==> config.mk <==
export PLATFORM = sky130hd
export DESIGN_NAME = dmem_arbiter
export DESIGN_NICKNAME = d
export VERILOG_FILES = /design/src/rtl/dmem_arbiter.sv
export SDC_FILE = /design/constraint.sdc
export NUM_CORES = 1
export LEC_CHECK = 0
export ABC_AREA = 1
export BUFFER_PORTS_ARGS = -buffer_cell sky130_fd_sc_hd__buf_2
export CORE_AREA = 8 8 124 126
export CTS_CLUSTER_DIAMETER = 50
export DETAILED_ROUTE_END_ITERATION = 12
export DIE_AREA = 0 0 132 134
export MAX_ROUTING_LAYER = met4
export PLACE_DENSITY = 0.67
export SYNTH_ARGS = -nofsm -noshare
export SYNTH_HDL_FRONTEND = slang
export SYNTH_SLANG_ARGS = --single-unit
export TNS_END_PERCENT = 100
==> constraint.sdc <==
create_clock -name clock -period 1.7 [get_ports clock]
set_clock_uncertainty 0.1 [all_clocks]
set_input_delay 0.085 -clock clock [delete_from_list [all_inputs] [get_ports clock]]
set_output_delay 0.085 -clock clock [all_outputs]
set_load 0.03 [all_outputs]
==> src/rtl/dmem_arbiter.sv <==
// rtl/dmem_arbiter.sv - two-port round-robin sequencer for the single-ported data memory; `define DMEM_ARB_STATS_EN adds per-port grant counters
module dmem_arbiter #(
  parameter int ADDR_WIDTH  = 16,
  parameter int DATA_WIDTH  = 32,
  parameter int COUNT_WIDTH = 16
) (
  input  logic                  clock,
  input  logic                  reset,
  input  logic                  req0,
  input  logic                  we0,
  input  logic [ADDR_WIDTH-1:0] addr0,
  input  logic [DATA_WIDTH-1:0] wdata0,
  output logic                  ack0,
  output logic [DATA_WIDTH-1:0] rdata0,
  input  logic                  req1,
  input  logic                  we1,
  input  logic [ADDR_WIDTH-1:0] addr1,
  input  logic [DATA_WIDTH-1:0] wdata1,
  output logic                  ack1,
  output logic [DATA_WIDTH-1:0] rdata1,
  output logic [ADDR_WIDTH-1:0] mem_address,
  output logic [DATA_WIDTH-1:0] mem_write_data,
  output logic                  mem_write,
  output logic                  mem_read,
  input  logic [DATA_WIDTH-1:0] mem_read_data
`ifdef DMEM_ARB_STATS_EN
  ,
  output logic [COUNT_WIDTH-1:0] grant_count0,
  output logic [COUNT_WIDTH-1:0] grant_count1
`endif
);

  typedef enum logic [1:0] {
    IDLE   = 2'd0,
    ACCESS = 2'd1,
    RESP   = 2'd2
  } state_t;

  state_t state, state_next;

  // last_grant resets to 1 so port 0 wins the first tie
  logic last_grant;
  logic sel;
  logic grant_valid;
  logic grant_port;

  // state register
  always_ff @(posedge clock) begin
    if (reset) begin
      state <= IDLE;
    end else begin
      state <= state_next;
    end
  end

  // next state and grant decision; requests only matter in IDLE
  always_comb begin
    state_next  = state;
    grant_valid = 1'b0;
    grant_port  = 1'b0;
    case (state)
      IDLE: begin
        if (req0 || req1) begin
          grant_valid = 1'b1;
          if (req0 && req1) begin
            grant_port = ~last_grant;
          end else begin
            grant_port = req1;
          end
          state_next = ACCESS;
        end
      end
      ACCESS:  state_next = RESP;
      RESP:    state_next = IDLE;
      default: state_next = IDLE;
    endcase
  end

  // registered memory strobes, acks and read-data holding registers
  always_ff @(posedge clock) begin
    if (reset) begin
      last_grant     <= 1'b1;
      sel            <= 1'b0;
      mem_address    <= '0;
      mem_write_data <= '0;
      mem_write      <= 1'b0;
      mem_read       <= 1'b0;
      ack0           <= 1'b0;
      ack1           <= 1'b0;
      rdata0         <= '0;
      rdata1         <= '0;
    end else begin
      case (state)
        IDLE: begin
          if (grant_valid) begin
            sel        <= grant_port;
            last_grant <= grant_port;
            if (grant_port) begin
              mem_address    <= addr1;
              mem_write_data <= wdata1;
              mem_write      <= we1;
              mem_read       <= ~we1;
            end else begin
              mem_address    <= addr0;
              mem_write_data <= wdata0;
              mem_write      <= we0;
              mem_read       <= ~we0;
            end
          end
        end
        ACCESS: begin
          // memory has committed the write or refreshed read data by now
          mem_write <= 1'b0;
          mem_read  <= 1'b0;
          if (sel) begin
            ack1 <= 1'b1;
            if (mem_read) rdata1 <= mem_read_data;
          end else begin
            ack0 <= 1'b1;
            if (mem_read) rdata0 <= mem_read_data;
          end
        end
        RESP: begin
          ack0 <= 1'b0;
          ack1 <= 1'b0;
        end
        default: begin
          ack0      <= 1'b0;
          ack1      <= 1'b0;
          mem_write <= 1'b0;
          mem_read  <= 1'b0;
        end
      endcase
    end
  end

`ifdef DMEM_ARB_STATS_EN
  // saturating per-port grant counters, bumped at the grant edge
  always_ff @(posedge clock) begin
    if (reset) begin
      grant_count0 <= '0;
      grant_count1 <= '0;
    end else if (grant_valid) begin
      if (!grant_port && (grant_count0 != '1)) grant_count0 <= grant_count0 + 1'b1;
      if (grant_port && (grant_count1 != '1)) grant_count1 <= grant_count1 + 1'b1;
    end
  end
`endif

endmodule

==> Yosys cells after proc, flatten, opt, wreduce, memory -nomap -nowiden <==
Index checks and enable logic that the tools add are counted.
{ "totals": {"register_bits": 120, "latchBits": 0, "mem_bits_rw": 0, "romBits": 0, "in_bits": 134, "mem_count": 0} }
{ "op_classes": {"n_addsub": 0, "n_mul": 0, "div_mod_pow": 0, "n_lt_le_gt_ge": 0, "n_eq_ne": 6, "n_shift": 0, "mux": 19, "bitwise_logic": 6, "reduce_logical": 9} }
{ "op_table": {"columns": ["operator", "count"], "rows": [
  ["$mux 32", 1],
  ["$mux 16", 1],
  ["$mux 1", 11],
  ["$ne 2x2->1 const B", 4],
  ["$pmux 1 s2", 4],
  ["$reduce_and 2->1", 4],
  ["$not 1->1", 6],
  ["$reduce_and 3->1", 2],
  ["$pmux 2 s2", 1],
  ["$eq 2x1->1 const B", 1],
  ["$eq 2x2->1 const B", 1],
  ["$logic_not 2->1", 1],
  ["$mux 2", 1],
  ["$logic_and 1x1->1", 1],
  ["$logic_or 1x1->1", 1]
]} }

==> Longest topological paths before layout <==
Gate-level depths: netlist (run 1).
{ "depth": {"word_depth": 7, "ltp_mapped": 8, "depth_no_buf": 6} }

==> Worst setup path after synthesis (run 1) <==
OpenSTA, ideal clock, no wires.
{ "synth_path": {"kind": "register to register", "startpoint": "reg mem_read", "endpoint": "reg rdata0[22]", "setup_ps": 70, "t_arrival_ps": 1307, "path_slack_ps": 222, "stages_incl_launch_ff": 6, "path_buffers": 1, "synth_period_minus_slack_ps": 1478, "path_cell_list": "dfxtp_1 -> inv_1 -> nor2_2 -> clkbuf_1 -> nand3_1 -> a21oi_1"} }
{ "synth_via": {"elab_chain_len": 1} }
{ "synth_lines": {"columns": ["item", "line", "text"], "rows": [
  ["start: declaration", "24", "output logic mem_read,"],
  ["start signal: assignment", "102", "mem_read <= ~we1;"],
  ["start signal: assignment", "107", "mem_read <= ~we0;"],
  ["$reduce_and 3->1 (no source line)", null, null],
  ["end signal: assignment", "120", "if (mem_read) rdata0 <= mem_read_data;"],
  ["end: declaration", "14", "output logic [DATA_WIDTH-1:0] rdata0,"]
]} }
No other way between the ends.
A chain may end at the register's enable or synchronous reset.

==> Worst setup path after layout (run 1) <==
{ "layout_path": {"startpoint": "reg state[1]", "endpoint": "reg rdata1[21]"} }
{ "layout_via": {"elab_chain_len": 2} }
{ "layout_lines": {"columns": ["item", "line", "text"], "rows": [
  ["start: declaration", "39", "state_t state, state_next;"],
  ["start signal: assignment", "52", "state <= state_next;"],
  ["$eq 2x1->1", "93", "case (state)"],
  ["$reduce_and 3->1 (no source line)", null, null],
  ["end signal: assignment", "117", "if (mem_read) rdata1 <= mem_read_data;"],
  ["end: declaration", "20", "output logic [DATA_WIDTH-1:0] rdata1,"]
]} }
No other way between the ends.

==> results of run 1 <==
## logic make-up (layout without fill, tap and decap cells)
group,count (synthesis),after routing,synth area share (%)
buffers and inverters,161,529,12.53
DFF,120,120,46.18
AOI/OAI and AO/OA,116,116,11.38
and+or+nand+nor,349,349,29.92
other,0,2,0
## power groups by stage
stage | clock network [mW] | registers (mW) | logic [mW]
floorplan | 0 | 3.47 | 0.672
global placement | 0 | 3.14 | 1.57
detailed placement | 0 | 3.14 | 1.57
CTS | 3.88 | 3.09 | 1.81
global route | 4.02 | 3.11 | 2.00
finish | 3.81 | 3.09 | 1.84
## state kept, by name, indices dropped and copies added (netlist names), 2 cells and up
register	flops
state	2
rdata1	32
rdata0	32
mem_address	16
mem_write_data	32
## metrics by stage
stage	cell area [um^2]	setup WS [ns]	std cells	utilization, %
2_1_floorplan	5202	0.2223	746	-
3_3_place_gp	6633	0.1634	1132	49.12
3_5_place_dp	6633	0.1522	1132	49.12
4_1_cts	8573	0.1249	1294	63.49
5_1_grt	8582	0.03748	1296	63.55
6_report	8582	0.1863	1296	63.55
## tightest hold or removal path, delay by kind of cell
kind	cells	cell delay, ns
buffers and inverters	1	0.15
AND/OR/NAND/NOR	3	0.26
## routing by layer
| metal | wire [um] | global-route usage [%] |
|---|---|---|
| met3 | 1631 | 6.320 |
| met1 | 8706 | 26.82 |
| met4 | 732 | 12.44 |
| met5 | 0 | - |
| met2 | 9080 | 34.53 |
## repair_timing
action | in CTS | in global routing
resized for setup | 0 | 1
setup endpoints to repair | 0 | 1
hold buffers | 130 | 0
endpoints found under the hold margin | 114 | 0
## final cells by class
class / instances / area share (%)
Clock buffer: 20 / 5.438
Clock inverter: 12 / 2.012
Multi-Input combinational cell: 465 / 25.12
Inverter: 102 / 4.461
Tap cell: 180 / 2.624
Antenna cell: 2 / 0.05832
Timing Repair Buffer: 395 / 32.29
Sequential cell: 120 / 27.99
## how the worst min path moves through the flow
stage	from	to	cells after the start
after detailed placement	mem_read_data[17]	rdata1[17]$_SDFFE_PP0P_	3
after floorplan	mem_read_data[18]	rdata1[18]$_SDFFE_PP0P_	2
final	req1	mem_read$_SDFFE_PP0P_	4
after global placement	mem_read_data[4]	rdata1[4]$_SDFFE_PP0P_	3
after CTS	req1	mem_read$_SDFFE_PP0P_	4
after global routing	req1	mem_read$_SDFFE_PP0P_	4
## cells in the final DEF (no fill, tap or decap), types with 8 or more instances in the layout
master,Yosys,final
sky130_fd_sc_hd__buf_2,23,249
sky130_fd_sc_hd__nand2_1,141,140
sky130_fd_sc_hd__nor2_1,69,69
sky130_fd_sc_hd__nand3_1,85,84
sky130_fd_sc_hd__nand4_1,49,49
sky130_fd_sc_hd__clkbuf_16,0,17
sky130_fd_sc_hd__a21oi_1,83,83
sky130_fd_sc_hd__inv_1,98,98
sky130_fd_sc_hd__buf_12,0,8
sky130_fd_sc_hd__o21ai_0,27,27
sky130_fd_sc_hd__dlygate4sd3_1,0,130
sky130_fd_sc_hd__dfxtp_1,120,120
==> impl_summary.log, run 1 <==
INFO  metric synth.largest_area_cell = sky130_fd_sc_hd__dfxtp_1
INFO  metric io_pins = 250
INFO  metric fp-row-count = 43
INFO  metric synth_seq_area_share = about 46%
INFO  metric worst_hold_path_type = input port to flop
INFO  metric clk_root_buffer_cell = sky130_fd_sc_hd__clkbuf_16
INFO  metric post_drt_via_cell_ratio = 4.958
INFO  metric crit-reg2reg-launch = state[1]$_SDFFE_PP0P_
INFO  metric synthesis.nets = 880
INFO  metric start_util = approximately two fifths
INFO  metric number_of_sinks_on_the_clock_net = 120
INFO  metric clock_latency = about 0.4 ns
INFO  metric die-width = 132 um
INFO  metric hpwl_detailed = between 10 and 15 mm
INFO  metric timing_max_transition_violations_final = 0
INFO  metric grt.total_usage = between 20% and 30%
INFO  metric worst_path_max_delay_cell = sky130_fd_sc_hd__inv_2
INFO  metric ys_async_sr_fraction = 0%
INFO  metric p_total = ~8.7 mW
INFO  metric synth_area_leaders = sky130_fd_sc_hd__dfxtp_1 (46%), sky130_fd_sc_hd__nand2_1 (10%), sky130_fd_sc_hd__nand3_1 (8.2%), sky130_fd_sc_hd__a21oi_1 (8.0%), sky130_fd_sc_hd__inv_1 (7.1%)
INFO  metric clk_pin_slew = around 0.05 ns
INFO  metric setup_total_negative_slack = 0 ns
INFO  metric routed_wirelength = between 20 and 25 mm
INFO  metric syn2layout_area_growth = 64.96%
INFO  metric worst_ep_arrival_time = ~1.8 ns
INFO  metric cp_top_family = buffers and inverters
INFO  metric power.share.switching = roughly 28%
INFO  metric critPathMaxStageDelay = around 0.42 ns
INFO  metric cts.repair_timing.setup_buffer_count = 0
INFO  metric largest_net_degree_at_the_start_of_global_routing = between 80 and 90
INFO  metric critPathCaptureType = flop
INFO  metric die_height = about 130 um
INFO  metric grt_setup_unrepaired = no
INFO  metric ys_types = 20
INFO  metric power_density_of_the_placed_cells = about 1000 nW/um^2
INFO  metric worst-endpoint-required = between 1.5 and 2 ns
INFO  metric synth-edff-count = 0
INFO  metric worst-path-stages = 6
INFO  metric detail_route.wl_per_cell = between 15 and 20 um
INFO  metric grt_remaining_overflow = 0
INFO  metric leading_cell_type_by_number_of_instances_after_synthesis = sky130_fd_sc_hd__nand2_1
INFO  metric startpoint_class = flop
INFO  metric intPower = around 6.3 mW
INFO  metric drc_errors = 0
INFO  metric tritoncts_clock_tree = done
INFO  metric drt_pass1_iterations = 5
INFO  metric net-switching-power = 2.473 mW
INFO  metric num_vias = roughly 6400
INFO  metric comb_power_share = 21.1%
INFO  metric filler_instances = between 1000 and 1500
INFO  metric synth_area_per_cell = approximately 7.0 um^2
INFO  metric crit_end = rdata1[21]$_SDFFE_PP0P_
INFO  metric via_count_of_the_first_global_routing_pass = around 6400
INFO  metric syn_inst = around 750
INFO  metric final_net_count = ~1200
INFO  metric finalWorstPathRequiredPeriod = 1.514 ns
INFO  metric seq_power_share = 35.3%
INFO  metric yosys_register_bits = 120
INFO  metric clkPwrFrac = a little over two fifths
INFO  metric largest_voltage_drop_on_the_vdd_net = ~0.6 mV
INFO  metric achievable_clock_frequency = ~660 MHz
INFO  metric numPortBuffers = approximately 250
INFO  metric fp.coreArea = ~14000 um^2
INFO  metric postRouteAntennaNets = 0
INFO  metric cts_buffers = 17
INFO  metric worstSetupPathType = flop to flop
INFO  metric hold-worst-slack = between 0.02 and 0.03 ns
INFO  metric path_max_fanout = 32
INFO  metric drt_iter0_markers = about 430
INFO  metric worst_max_slew_margin_expressed_relative_to_the_limit = 61.54%
INFO  metric synthDominantCellAreaShare = a little under half
INFO  metric synth.cell_area = 5202 um^2
INFO  metric hold_viol_final = 0
INFO  metric layout-drive-gt1-share = approximately 28%
INFO  metric period_share = roughly nine tenths
INFO  metric ys.warnings.count = 0
INFO  metric cp_cell_sequence = inv_2 -> nand2_1 -> nor2_2 -> inv_2 -> nor2_1 -> nor2_1
INFO  metric critical_path.n_buffers_inverters = 2
INFO  metric run_status = finished clean
INFO  metric yosys-top-cells-count = sky130_fd_sc_hd__nand2_1 (141), sky130_fd_sc_hd__dfxtp_1 (120), sky130_fd_sc_hd__inv_1 (98), sky130_fd_sc_hd__nand3_1 (85), sky130_fd_sc_hd__a21oi_1 (83)
INFO  metric power.leakage = between 4 and 5 nW
INFO  metric ys_dominant_reg_cell = sky130_fd_sc_hd__dfxtp_1
INFO  metric multi_input_gate_area = about 2200 um^2
INFO  metric rr_worst_depth = 6
INFO  metric die_area = roughly 18000 um^2
INFO  metric wire_length_of_the_first_global_routing_pass = approximately 32 mm
INFO  metric htree_num_levels = 4
INFO  metric cp-startpoint = state[1]$_SDFFE_PP0P_
INFO  metric tightestPinTransition = ~0.58 ns
INFO  metric drv_cap = 0
INFO  metric grt_antenna_before_repair = 2
INFO  metric report.final.setup_viol = 0
INFO  metric r2r_slack = approximately 0.19 ns
INFO  metric area.sequential = 2402 um^2
INFO  metric cts_max_path_buffers = 2
INFO  metric timing.rr.end = rdata1[21]$_SDFFE_PP0P_
INFO  metric finalWeightedCongestion = 0.7832
No activity file was read; power rests on OpenSTA's default activity.
==> inputs of run 2 (changes only) <==
--- a/config.mk
+++ b/config.mk
@@ -6,7 +6,7 @@
 export NUM_CORES = 1
 export LEC_CHECK = 0
 export ABC_AREA = 1
-export BUFFER_PORTS_ARGS = -buffer_cell sky130_fd_sc_hd__buf_2
+export BUFFER_PORTS_ARGS = -buffer_cell sky130_fd_sc_hd__clkbuf_2
 export CORE_AREA = 8 8 124 126
 export CTS_CLUSTER_DIAMETER = 50
 export DETAILED_ROUTE_END_ITERATION = 12
==> impl_summary.log, run 2 (synthesized netlist as in run 1, its figures left out) <==
INFO  metric via_count_of_the_first_global_routing_pass = about 6700
INFO  metric tritoncts_clock_tree = done
INFO  metric detail_route.wl_per_cell = roughly 16 um
INFO  metric io_pins = 250
INFO  metric grt_remaining_overflow = 0
INFO  metric layout-drive-gt1-share = between 20 and 30%
INFO  metric clkPwrFrac = about 43%
INFO  metric achievable_clock_frequency = 636.6 MHz
INFO  metric largest_net_degree_at_the_start_of_global_routing = 50
INFO  metric critical_path.n_buffers_inverters = 2
INFO  metric grt.total_usage = around a quarter
INFO  metric power.share.switching = 28.92%
INFO  metric number_of_sinks_on_the_clock_net = between 100 and 150
INFO  metric reg.largest.list = mem_write_data x32, rdata0 x32, rdata1 x32
INFO  metric report.final.setup_viol = 0
INFO  metric grt_setup_unrepaired = no
INFO  metric num_vias = roughly 6500
INFO  metric worst_ep_arrival_time = between 1.5 and 2 ns
INFO  metric critPathCaptureType = flop
INFO  metric grt_antenna_before_repair = 1
INFO  metric worst-endpoint-required = about 2 ns
INFO  metric p_total = between 8 and 9 mW
INFO  metric fp-row-count = 43
INFO  metric drt_pass1_iterations = 6
INFO  metric syn2layout_area_growth = 64.26%
INFO  metric seq_power_share = between 30% and 40%
INFO  metric cts_buffers = 17
INFO  metric path_max_fanout = between 40 and 50
INFO  metric die-width = between 100 and 150 um
INFO  metric power_density_of_the_placed_cells = 1007 nW/um^2
INFO  metric cts_max_path_buffers = 2
INFO  metric largest_voltage_drop_on_the_vdd_net = between 0.6 and 0.7 mV
INFO  metric clk_pin_slew = approximately 0.05 ns
INFO  metric worst_hold_path_type = input port to flop
INFO  metric worstSetupPathType = flop to flop
INFO  metric worst_path_max_delay_cell = sky130_fd_sc_hd__buf_6
INFO  metric cp_cell_sequence = nor2_4 -> buf_6 -> nand4_1 -> nand3_1 -> nand2_1 -> inv_1
INFO  metric worst_max_slew_margin_expressed_relative_to_the_limit = 62.14%
INFO  metric worstHoldEndpoint = mem_read$_SDFFE_PP0P_
INFO  metric tightestPinTransition = ~0.57 ns
INFO  metric fp.coreArea = around 14000 um^2
INFO  metric power.leakage = 4.379 nW
INFO  metric timing.rr.end = mem_write_data[18]$_SDFFE_PP0P_
INFO  metric timing_max_transition_violations_final = 0
INFO  metric clk_root_buffer_cell = sky130_fd_sc_hd__clkbuf_16
INFO  metric htree_num_levels = 4
INFO  metric intPower = around 6 mW
INFO  metric final_net_count = ~1200
INFO  metric drv_cap = 0
INFO  metric period_share = 92.40%
INFO  metric startpoint_class = flop
INFO  metric finalWeightedCongestion = between 0.8 and 0.9
INFO  metric most_common_library_cell_in_the_layout_ignoring_fill_and_taps = sky130_fd_sc_hd__clkbuf_2
INFO  metric multi_input_gate_area = between 2000 and 2500 um^2
INFO  metric clock_latency = 0.40 ns
INFO  metric setup_total_negative_slack = 0 ns
INFO  metric finalWorstPathRequiredPeriod = ~1.6 ns
INFO  metric comb_power_share = between 20 and 25%
INFO  metric numPortBuffers = approximately 250
INFO  metric rr_worst_depth = 6
INFO  metric start_util = between 30% and 40%
INFO  metric die_height = between 100 and 150 um
INFO  metric post_drt_via_cell_ratio = 4.999
INFO  metric worst_hold_stages = 4
INFO  metric postRouteAntennaNets = 0
INFO  metric wire_length_of_the_first_global_routing_pass = between 30 and 40 mm
INFO  metric crit-reg2reg-launch = state[1]$_SDFFE_PP0P_
INFO  metric r2r_slack = 0.13 ns
INFO  metric die_area = ~18000 um^2
INFO  metric drt_iter0_markers = a little under 400
INFO  metric mostFrequentLayoutCells = sky130_fd_sc_hd__clkbuf_2 (248), sky130_fd_sc_hd__nand2_1 (140), sky130_fd_sc_hd__dlygate4sd3_1 (131)
INFO  metric critPathMaxStageDelay = 0.37 ns
INFO  metric filler_instances = around 1200
INFO  metric routed_wirelength = slightly above 20 mm
INFO  metric area.sequential = between 2000 and 2500 um^2
INFO  metric net-switching-power = approximately 2.5 mW
INFO  metric worstHoldStart = req1
INFO  metric cp_top_family = simple AND/OR/NAND/NOR gates
INFO  metric hpwl_detailed = roughly 13 mm
INFO  metric run_status = finished clean
INFO  metric cp-startpoint = state[1]$_SDFFE_PP0P_
INFO  metric drc_errors = 0
INFO  metric hold_viol_final = 0
run 2: cell types whose count changed in the layout (fill, tap and decap cells not counted), sizes merged:
cell,change
dlygate4sd3,+1
buf,-244
bufinv,-1
clkinv,-1
clkbuf,+252
clkinvlp,-2
run 2: per-stage QoR:
stage / utilization (%) / hold slack (ns) / instance area (um^2) / std cells / setup slack, ns
after floorplan: - / 0.1199 / 5202 / 746 / 0.2223
after global placement: 49.06 / 0.2313 / 6625 / 1136 / 0.1692
after detailed placement: 49.06 / 0.2377 / 6625 / 1136 / 0.1413
after CTS: 63.22 / 0.02888 / 8537 / 1299 / 0.1393
after global routing: 63.26 / 0.1012 / 8543 / 1300 / 0.02406
final: 63.28 / 0.04812 / 8546 / 1301 / 0.1292
run 2: routing by layer:
layer / track usage, % / up-vias / share of wire, %
li1: - / 3142 / -
met1: 27.23 / 2893 / 42
met2: 36.38 / 400 / 46
met3: 6.881 / 69 / 8.3
met4: 13.15 / 0 / 3.5
met5: - / - / 0
run 2: timing repair:
item	4_1_cts	5_1_grt
setup buffers	0	0
endpoints found under the setup margin	0	13
gates resized for setup	0	1
hold endpoints to repair	116	0
hold buffers	131	0
run 2: cell type report:
type                    instances  area share [%]
well taps                     180           2.635
multi-input cells             465           25.23
flip-flops and latches        120           28.11
repair buffers                400           32.46
diodes                          2         0.05857
clock buffers                  24           5.637
clock inverters                 8           1.391
inverters                     102           4.480
run 2: worst min-delay path, delay by kind of cell:
kind | cells | cell delay [ns]
buffers and inverters | 1 | 0.16
and+or+nand+nor | 3 | 0.27
run 2: worst max path at each step:
stage                                      end  slack [ns]  cells after the start
2_1_floorplan          rdata0[22]$_SDFFE_PP0P_        0.22                      5
3_3_place_gp             mem_read$_SDFFE_PP0P_        0.17                      5
3_5_place_dp             mem_read$_SDFFE_PP0P_        0.14                      5
4_1_cts                  mem_read$_SDFFE_PP0P_        0.14                      5
5_1_grt                rdata1[23]$_SDFFE_PP0P_        0.02                      6
6_report       mem_write_data[18]$_SDFFE_PP0P_        0.13                      6
run 2: power by group through the flow:
stage | Sequential, mW | Clock, mW | Combinational, mW
floorplan | 3.47 | 0 | 0.672
global placement | 3.15 | 0 | 1.55
detailed placement | 3.15 | 0 | 1.55
CTS | 3.09 | 3.74 | 1.80
global route | 3.11 | 3.85 | 1.99
finish | 3.10 | 3.66 | 1.85
==> inputs of run 3 (changes only) <==
--- a/config.mk
+++ b/config.mk
@@ -7,10 +7,10 @@
 export LEC_CHECK = 0
 export ABC_AREA = 1
 export BUFFER_PORTS_ARGS = -buffer_cell sky130_fd_sc_hd__clkbuf_2
-export CORE_AREA = 8 8 124 126
+export CORE_AREA = 2 2 118 120
 export CTS_CLUSTER_DIAMETER = 50
 export DETAILED_ROUTE_END_ITERATION = 12
-export DIE_AREA = 0 0 132 134
+export DIE_AREA = 0 0 120 122
 export MAX_ROUTING_LAYER = met4
 export PLACE_DENSITY = 0.67
 export SYNTH_ARGS = -nofsm -noshare
==> impl_summary.log, run 3 (synthesized netlist as in run 1, its figures left out) <==
INFO  metric hpwl_detailed = ~11 mm
INFO  metric die_area = about 15000 um^2
INFO  metric grt_remaining_overflow = 0
INFO  metric clk_pin_slew = roughly 0.05 ns
INFO  metric via_count_of_the_first_global_routing_pass = between 5000 and 6000
INFO  metric filler_instances = about 1100
INFO  metric detail_route.wl_per_cell = 14.42 um
INFO  metric start_util = between 30% and 40%
INFO  metric hold_viol_final = 0
INFO  metric cts_buffers = 17
INFO  metric largest_net_degree_at_the_start_of_global_routing = 52
INFO  metric tritoncts_clock_tree = done
INFO  metric cts_max_path_buffers = 2
INFO  metric drv_cap = 0
INFO  metric postRouteAntennaNets = 0
INFO  metric critPathCaptureType = flop
INFO  metric timing_max_transition_violations_final = 0
INFO  metric die_height = between 100 and 150 um
INFO  metric htree_num_levels = 4
INFO  metric setup_total_negative_slack = 0 ns
INFO  metric tightestPinTransition = around 0.58 ns
INFO  metric most_common_library_cell_in_the_layout_ignoring_fill_and_taps = sky130_fd_sc_hd__clkbuf_2
INFO  metric report.final.setup_viol = 0
INFO  metric power.leakage = 4.402 nW
INFO  metric wire_length_of_the_first_global_routing_pass = 29.04 mm
INFO  metric startpoint_class = flop
INFO  metric num_vias = 6396
INFO  metric drt_pass1_iterations = 7
INFO  metric final_net_count = 1240
INFO  metric io_pins = 250
INFO  metric finalWeightedCongestion = approximately 0.8
INFO  metric mostFrequentLayoutCells = sky130_fd_sc_hd__clkbuf_2 (248), sky130_fd_sc_hd__nand2_1 (140), sky130_fd_sc_hd__dlygate4sd3_1 (134)
INFO  metric routed_wirelength = approximately 19 mm
INFO  metric grt_setup_unrepaired = no
INFO  metric worst_max_slew_margin_expressed_relative_to_the_limit = roughly three fifths
INFO  metric layout-drive-gt1-share = between 20% and 30%
INFO  metric path_max_fanout = 7
INFO  metric p_total = between 8 and 9 mW
INFO  metric fp-row-count = 43
INFO  metric antenna_cells = 0
INFO  metric clk_root_buffer_cell = sky130_fd_sc_hd__clkbuf_16
INFO  metric finalWorstPathRequiredPeriod = 1.555 ns
INFO  metric die-width = approximately 120 um
INFO  metric reg.largest.list = mem_write_data x32, rdata0 x32, rdata1 x32
INFO  metric drt_iter0_markers = between 400 and 500
INFO  metric grt.total_usage = roughly 26%
INFO  metric syn2layout_area_growth = 65.51%
INFO  metric worstSetupPathType = flop to flop
INFO  metric numPortBuffers = around 250
INFO  metric power_density_of_the_placed_cells = approximately 1000 nW/um^2
INFO  metric area.sequential = between 2000 and 2500 um^2
INFO  metric multi_input_gate_area = 2156 um^2
INFO  metric drc_errors = 0
INFO  metric number_of_sinks_on_the_clock_net = 120
INFO  metric period_share = approximately nine tenths
INFO  metric clock_latency = slightly above 0.4 ns
INFO  metric worst_ep_arrival_time = roughly 1.7 ns
INFO  metric grt_antenna_before_repair = 0
INFO  metric largest_voltage_drop_on_the_vdd_net = 0.6540 mV
INFO  metric run_status = finished clean
INFO  metric worst_hold_path_type = input port to flop
INFO  metric fp.coreArea = between 10000 and 15000 um^2
INFO  metric post_drt_via_cell_ratio = ~4.9
INFO  metric worst-endpoint-required = between 1.5 and 2 ns
INFO  metric achievable_clock_frequency = roughly 640 MHz
==> run 3: cell count changes in the layout (fill, tap and decap cells not counted) <==
cell and delta:
sky130_fd_sc_hd__clkinv_2 -1, sky130_fd_sc_hd__inv_6 +1, sky130_fd_sc_hd__diode_2 -2, sky130_fd_sc_hd__buf_12 +2, sky130_fd_sc_hd__bufinv_16 +2, sky130_fd_sc_hd__buf_6 -1, sky130_fd_sc_hd__clkbuf_1 -3, sky130_fd_sc_hd__clkbuf_8 -2
sky130_fd_sc_hd__clkinv_4 +1, sky130_fd_sc_hd__buf_4 -4, sky130_fd_sc_hd__dlygate4sd3_1 +3, sky130_fd_sc_hd__clkinvlp_4 +1
==> run 3: layout make-up <==
type,count,share of cell area [%]
Clock buffer,19,5.144
Clock inverter,12,2.310
Inverter,102,4.446
Multi-Input combinational cell,465,25.04
Sequential cell,120,27.90
Tap cell,180,2.616
Timing Repair Buffer,400,32.55
==> run 3: per-layer routing <==
metal	vias to the layer above	track usage, %	wire length, um
li1	3122	-	-
met1	2855	31.51	7860
met2	359	39.74	8464
met3	60	7.163	1721
met4	0	12.72	671
met5	-	-	0
==> run 3: what timing repair did <==
item	CTS	global route
setup endpoints to repair	0	0
gates resized for setup	0	0
setup buffers	0	0
endpoints found under the hold margin	117	0
hold buffers	134	0
==> run 3: path summary, 6_finish.rpt <==
path / startpoint / to / slack, ns / cells past startpoint
min reg2reg: rdata0[13]$_SDFFE_PP0P_ / rdata0[13]$_SDFFE_PP0P_ / 0.36 / 2
max: state[1]$_SDFFE_PP0P_ / sel$_SDFFE_PP0P_ / 0.15 / 5
max reg2reg: state[1]$_SDFFE_PP0P_ / sel$_SDFFE_PP0P_ / 0.15 / 5
min: req1 / mem_write_data[1]$_SDFFE_PP0P_ / 0.07 / 5
==> run 3: worst max-delay path: stages, from the launching register on <==
cell and delay [ns]:
sky130_fd_sc_hd__dfxtp_1 0.34, sky130_fd_sc_hd__nor2_4 0.18, sky130_fd_sc_hd__o21ai_4 0.11, sky130_fd_sc_hd__dlygate4sd3_1 0.58
sky130_fd_sc_hd__nand2_1 0.07, sky130_fd_sc_hd__a21oi_1 0.06
==> run 3: power breakdown <==
| part | total (mW) | internal [mW] | switching, mW | leakage [nW] |
|---|---|---|---|---|
| clock network | 3.91 | 2.63 | 1.28 | 0.313 |
| registers | 3.09 | 2.99 | 0.102 | 0.981 |
| logic | 1.84 | 0.715 | 1.12 | 3.11 |
| total | 8.84 | 6.34 | 2.51 | 4.40 |
==> run 3: metrics by stage <==
step	utilization (%)	hold slack (ns)	std cells	cell area (um^2)	worst slack, ns
after floorplan	-	0.1199	746	5202	0.2223
after global routing	63.76	0.09369	1298	8611	0.03946
after detailed placement	49.08	0.2367	1133	6628	0.1843
after global placement	49.08	0.2270	1133	6628	0.2722
after CTS	63.76	0.05807	1298	8611	0.1390
final	63.76	0.07167	1298	8611	0.1452
